--- src/rtl/noisy_button_gen.sv ---
// Stimulus source for the push-button line: emits a burst of presses, each with
// LFSR-driven contact bounce on the press and release edges.
module noisy_button_gen #(
    parameter int unsigned BOUNCE_CYCLES = 16,
    parameter int unsigned TOGGLE_DIV    = 2,
    parameter int unsigned HOLD_CYCLES   = 32,
    parameter int unsigned GAP_CYCLES    = 20,
    parameter logic [15:0] LFSR_SEED     = 16'hACE1
) (
    input  logic       clock,
    input  logic       reset_n,
    input  logic       start,
    input  logic [7:0] press_count,
    output logic       boton,
    output logic       busy,
    output logic       done,
    output logic [7:0] presses_sent
);

    localparam int unsigned MAX_AB = (BOUNCE_CYCLES > HOLD_CYCLES) ? BOUNCE_CYCLES : HOLD_CYCLES;
    localparam int unsigned MAX_C  = (MAX_AB > GAP_CYCLES) ? MAX_AB : GAP_CYCLES;
    localparam int unsigned CW     = $clog2(MAX_C);
    localparam int unsigned TW     = (TOGGLE_DIV > 1) ? $clog2(TOGGLE_DIV) : 1;

    localparam logic [CW-1:0] BOUNCE_LAST = CW'(BOUNCE_CYCLES - 1);
    localparam logic [CW-1:0] HOLD_LAST   = CW'(HOLD_CYCLES - 1);
    localparam logic [CW-1:0] GAP_LAST    = CW'(GAP_CYCLES - 1);
    localparam logic [TW-1:0] TICK_LAST   = TW'(TOGGLE_DIV - 1);

    typedef enum logic [2:0] {
        IDLE,
        BOUNCE_IN,
        HELD,
        BOUNCE_OUT,
        GAP
    } state_t;

    state_t        state_q;
    logic [15:0]   lfsr_q;
    logic [15:0]   lfsr_d;
    logic [CW-1:0] cnt_q;
    logic [TW-1:0] tick_q;
    logic [7:0]    count_q;
    logic [7:0]    presses_sent_q;
    logic          boton_q;
    logic          busy_q;
    logic          done_q;

    // Galois step, right shift with taps 0xB400
    always_comb begin
        lfsr_d = {1'b0, lfsr_q[15:1]} ^ (lfsr_q[0] ? 16'hB400 : 16'h0000);
    end

    always_ff @(posedge clock or negedge reset_n) begin
        if (!reset_n) begin
            state_q        <= IDLE;
            lfsr_q         <= LFSR_SEED;
            cnt_q          <= '0;
            tick_q         <= '0;
            count_q        <= '0;
            presses_sent_q <= '0;
            boton_q        <= 1'b0;
            busy_q         <= 1'b0;
            done_q         <= 1'b0;
        end else begin
            done_q <= 1'b0;
            if (busy_q) begin
                lfsr_q <= lfsr_d;
            end

            case (state_q)
                IDLE: begin
                    boton_q <= 1'b0;
                    if (start) begin
                        presses_sent_q <= '0;
                        if (press_count != 8'd0) begin
                            count_q <= press_count;
                            cnt_q   <= '0;
                            tick_q  <= '0;
                            busy_q  <= 1'b1;
                            state_q <= BOUNCE_IN;
                        end else begin
                            done_q <= 1'b1;
                        end
                    end
                end

                BOUNCE_IN, BOUNCE_OUT: begin
                    cnt_q <= cnt_q + CW'(1);
                    if (tick_q == TICK_LAST) begin
                        tick_q <= '0;
                        if (lfsr_q[0]) begin
                            boton_q <= ~boton_q;
                        end
                    end else begin
                        tick_q <= tick_q + TW'(1);
                    end
                    // Last cycle of the window settles the level whatever the LFSR says
                    if (cnt_q == BOUNCE_LAST) begin
                        cnt_q  <= '0;
                        tick_q <= '0;
                        if (state_q == BOUNCE_IN) begin
                            boton_q <= 1'b1;
                            state_q <= HELD;
                        end else begin
                            boton_q        <= 1'b0;
                            presses_sent_q <= presses_sent_q + 8'd1;
                            state_q        <= GAP;
                        end
                    end
                end

                HELD: begin
                    cnt_q <= cnt_q + CW'(1);
                    if (cnt_q == HOLD_LAST) begin
                        cnt_q   <= '0;
                        tick_q  <= '0;
                        state_q <= BOUNCE_OUT;
                    end
                end

                GAP: begin
                    cnt_q <= cnt_q + CW'(1);
                    if (cnt_q == GAP_LAST) begin
                        cnt_q  <= '0;
                        tick_q <= '0;
                        if (presses_sent_q == count_q) begin
                            busy_q  <= 1'b0;
                            done_q  <= 1'b1;
                            state_q <= IDLE;
                        end else begin
                            state_q <= BOUNCE_IN;
                        end
                    end
                end

                default: begin
                    busy_q  <= 1'b0;
                    boton_q <= 1'b0;
                    state_q <= IDLE;
                end
            endcase
        end
    end

    assign boton        = boton_q;
    assign busy         = busy_q;
    assign done         = done_q;
    assign presses_sent = presses_sent_q;

endmodule

--- config.mk ---
export PLATFORM = sky130hd
export DESIGN_NAME = noisy_button_gen
export DESIGN_NICKNAME = d
export VERILOG_FILES = /design/src/rtl/noisy_button_gen.sv
export SDC_FILE = /design/constraint.sdc
export NUM_CORES = 1
export LEC_CHECK = 0
export ABC_AREA = 1
export CAP_MARGIN = 20
export CORE_MARGIN = 4
export CORE_UTILIZATION = 50
export CTS_CLUSTER_SIZE = 14
export DETAILED_ROUTE_END_ITERATION = 7
export PLACE_DENSITY_LB_ADDON = 0.05
export SETUP_SLACK_MARGIN = 0.1
export SLEW_MARGIN = 20
export SYNTH_ARGS = -nofsm -noshare
export SYNTH_HDL_FRONTEND = slang
export SYNTH_SLANG_ARGS = --single-unit
export TNS_END_PERCENT = 10
--- constraint.sdc ---
create_clock -name clock -period 1.6 [get_ports clock]
set_input_delay 0.16 -clock clock [delete_from_list [all_inputs] [get_ports clock]]
set_output_delay 0.16 -clock clock [all_outputs]
set_load 0.005 [all_outputs]
==> results_dict.tcl <==
set metrics [dict create \
    worst-endpoint-arrival_ns 1.73 \
    reg2reg_slack_ns 0.06 \
    ys_seq_area_share_pct 47.06 \
    yosysTopAreaCellShare_pct 38.16 \
    clk_pin_slew_ns 0.08 \
    tns_ns 0 \
    numCtsBuffers 5 \
    routedWlPerCell_um 12.45 \
    reg2reg_depth 10 \
    vias 1960 \
    fin_ws_ns 0.05934 \
    synth_mux_area_share_pct 0.4769 \
    grt_start_max_net_pins 45 \
    htree_levels 2 \
    synth_xor_area_share_pct 3.339 \
    max_cap_violations 0 \
    grt_overflow 0 \
    synth.area.top_cells "dfrtp_1 38%, nand2_1 16%, dfstp_2 8.9%" \
    place_worst_setup_slack_ns -0.01811 \
    cts-root-buf "clkbuf_8" \
    final_cell_mix "96 x nand2_1, 30 x inv_1, 29 x dfrtp_1, 21 x nor2_1, 21 x o21ai_0" \
    hpwlAfterDp_mm 3.411 \
    die_x_um 76.72 \
    synth_warnings 0 \
    io_pins 22 \
    setup_viol 0 \
    synth_top_area_cell "dfrtp_1" \
    startpoint_type "flop" \
    synth_top_family_by_area "simple AND/OR/NAND/NOR gates" \
    syn_area_um2 2361 \
    vdd_drop_max_v 0.001042 \
    drt_pass1_iterations 4 \
    antenna_found_initial 0 \
    stdcell_count 393 \
    rsz0062_at_grt "true" \
    place.port_buffers 21 \
    total_power_mw 4.868 \
    drt.antenna.violating_nets 0 \
    synth-compound-area-share_pct 9.062 \
    synth_area_per_cell_um2 7.923 \
    relSlewSlack_pct 63.20 \
    placed_cells 376 \
    finalClockSkew_ns 0.003949 \
    final_nets 357 \
    status "finished clean" \
    area_growth_pct 25.38 \
    clock_latency_ns 0.30 \
    netlist-cell-type-count 30 \
    tightestPinTransition_ns 0.5521 \
    critPathRequiredTime_ns 1.79 \
    drc 0 \
    min_path_type "input pin to flop" \
    grt_pass1_vias 1839 \
    critPathCaptureType "flop" \
    grt_pass1_wl_mm 8.438 \
    pwr_density_cell_nw_per_um2 1644 \
    drt_iter0_drc 123 \
    std_cell_rows 24 \
    viasPerCell 4.987 \
    wl_mm 4.892 \
    cts_buffer_depth 2 \
    final_max_slew_viol_count 0 \
    final-hold-violation-count 0 \
    fin_crit_ns 1.541 \
    synth-simple-area-share_pct 29.31 \
    synthCells 298 \
    die_area_um2 5885 \
    min_path_cells 3 \
    timing.final.crit_share_pct 96.29 \
    leakagePower_nw 1.408 \
    synth-adder-area-share_pct 3.180 \
    cp_max_fo 4 \
    place_congestion 0.8083 \
    syn-num-nets 315 \
    core_um2 4474 \
    path_class "flop to flop" \
    max_freq_mhz 649.1 \
    cts_tree "built" \
    drive_gt1_share_pct 23.17 \
    final_common_cell "nand2_1" \
    clock-sinks 44 \
    initial_core_util_pct 52.77 \
    track_usage_pct 17.92 \
    die_h_um 76.72 \
    antenna_cells 0 \
    ys_ff_latch 44 \
]
worst max-delay path, cell delays in order (launching register included):
cell and delay, ns:
dfrtp_1 0.40, ha_4 0.17, nand3_4 0.07, inv_4 0.09
ha_4 0.13, inv_2 0.04, nand2_4 0.08, nand2_2 0.05
inv_2 0.06, nand2_2 0.06, mux2_4 0.27
synthesized netlist by cell type (all sizes together):
cell and number:
nand2 106, inv 37, dfrtp 36, o21ai 29
nor2 26, nand3 18, dfstp 8, a21oi 7
xnor2 7, ha 6, clkbuf 3, nand3b 3
nand4 3, buf 2, nor3 2, xor2 2
clkinv 1, mux2 1, o211ai 1
flip-flops by register name, indices dropped and copies added, names as in the netlist:
signal        count
busy              1
presses_sent      8
count_q           8
boton             1
state_q           3
cnt_q             5
lfsr_q           16
tick_q            1
done              1
through the flow:
| step | cell area (um2) | hold WS (ns) | utilization [%] |
|---|---|---|---|
| 2_1_floorplan | 2389 | -0.1356 | - |
| 3_3_place_gp | 2703 | 0.2762 | 60.40 |
| 3_5_place_dp | 2703 | 0.2718 | 60.40 |
| 4_1_cts | 2892 | 0.4301 | 64.63 |
| 5_1_grt | 2960 | 0.4645 | 66.16 |
| 6_report | 2960 | 0.4286 | 66.16 |
kinds of logic (layout without fill, tap and decap cells):
family	Yosys count	after routing
AO/OA/AOI/OAI	37	37
AND/OR/NAND/NOR	158	158
XOR/XNOR	9	9
flip-flops	44	44
multiplexers	1	1
buffers and inverters	43	86
adder cells (fa/ha/maj)	6	6
where the power goes:
group / total (mW) / switching [mW] / internal [mW]
Sequential: 1.77 / 0.350 / 1.42
Clock: 0.844 / 0.380 / 0.463
Combinational: 2.26 / 1.28 / 0.975
Total: 4.87 / 2.01 / 2.86
what timing repair did:
action,CTS,global route
hold buffers,1,0
setup buffers,5,3
endpoints found under the setup margin,20,31
gates resized for setup,8,19
hold endpoints to repair,36,0
pin swaps,2,8
per-layer routing:
metal	track usage (%)	share of wire, %	vias to the layer above	routed length, um
met1	23.83	51	909	2487
met5	0	0	-	0
met2	29.01	45	29	2208
met3	2.810	2.3	8	114
li1	-	-	1014	-
met4	7.609	1.7	0	82
worst paths after layout:
check	end	from
max	cnt_q[0]	cnt_q[1]
min	count_q[2]	press_count[2]
max reg2reg	cnt_q[0]	cnt_q[1]
min reg2reg	lfsr_q[7]	lfsr_q[7]
max in group asynchronous	presses_sent[2]	reset_n
min in group asynchronous	presses_sent[4]	reset_n
area by class of cell:
type                       count  area, um2
clock buffer                   6      72.57
clock inverter                 2      35.03
fill                         383       1514
inverter                      38      152.6
multi-input combinational    211       1159
sequential                    44       1120
tap                           52      65.06
timing repair buffer          40      356.6
(Power assumes the default switching activity.)
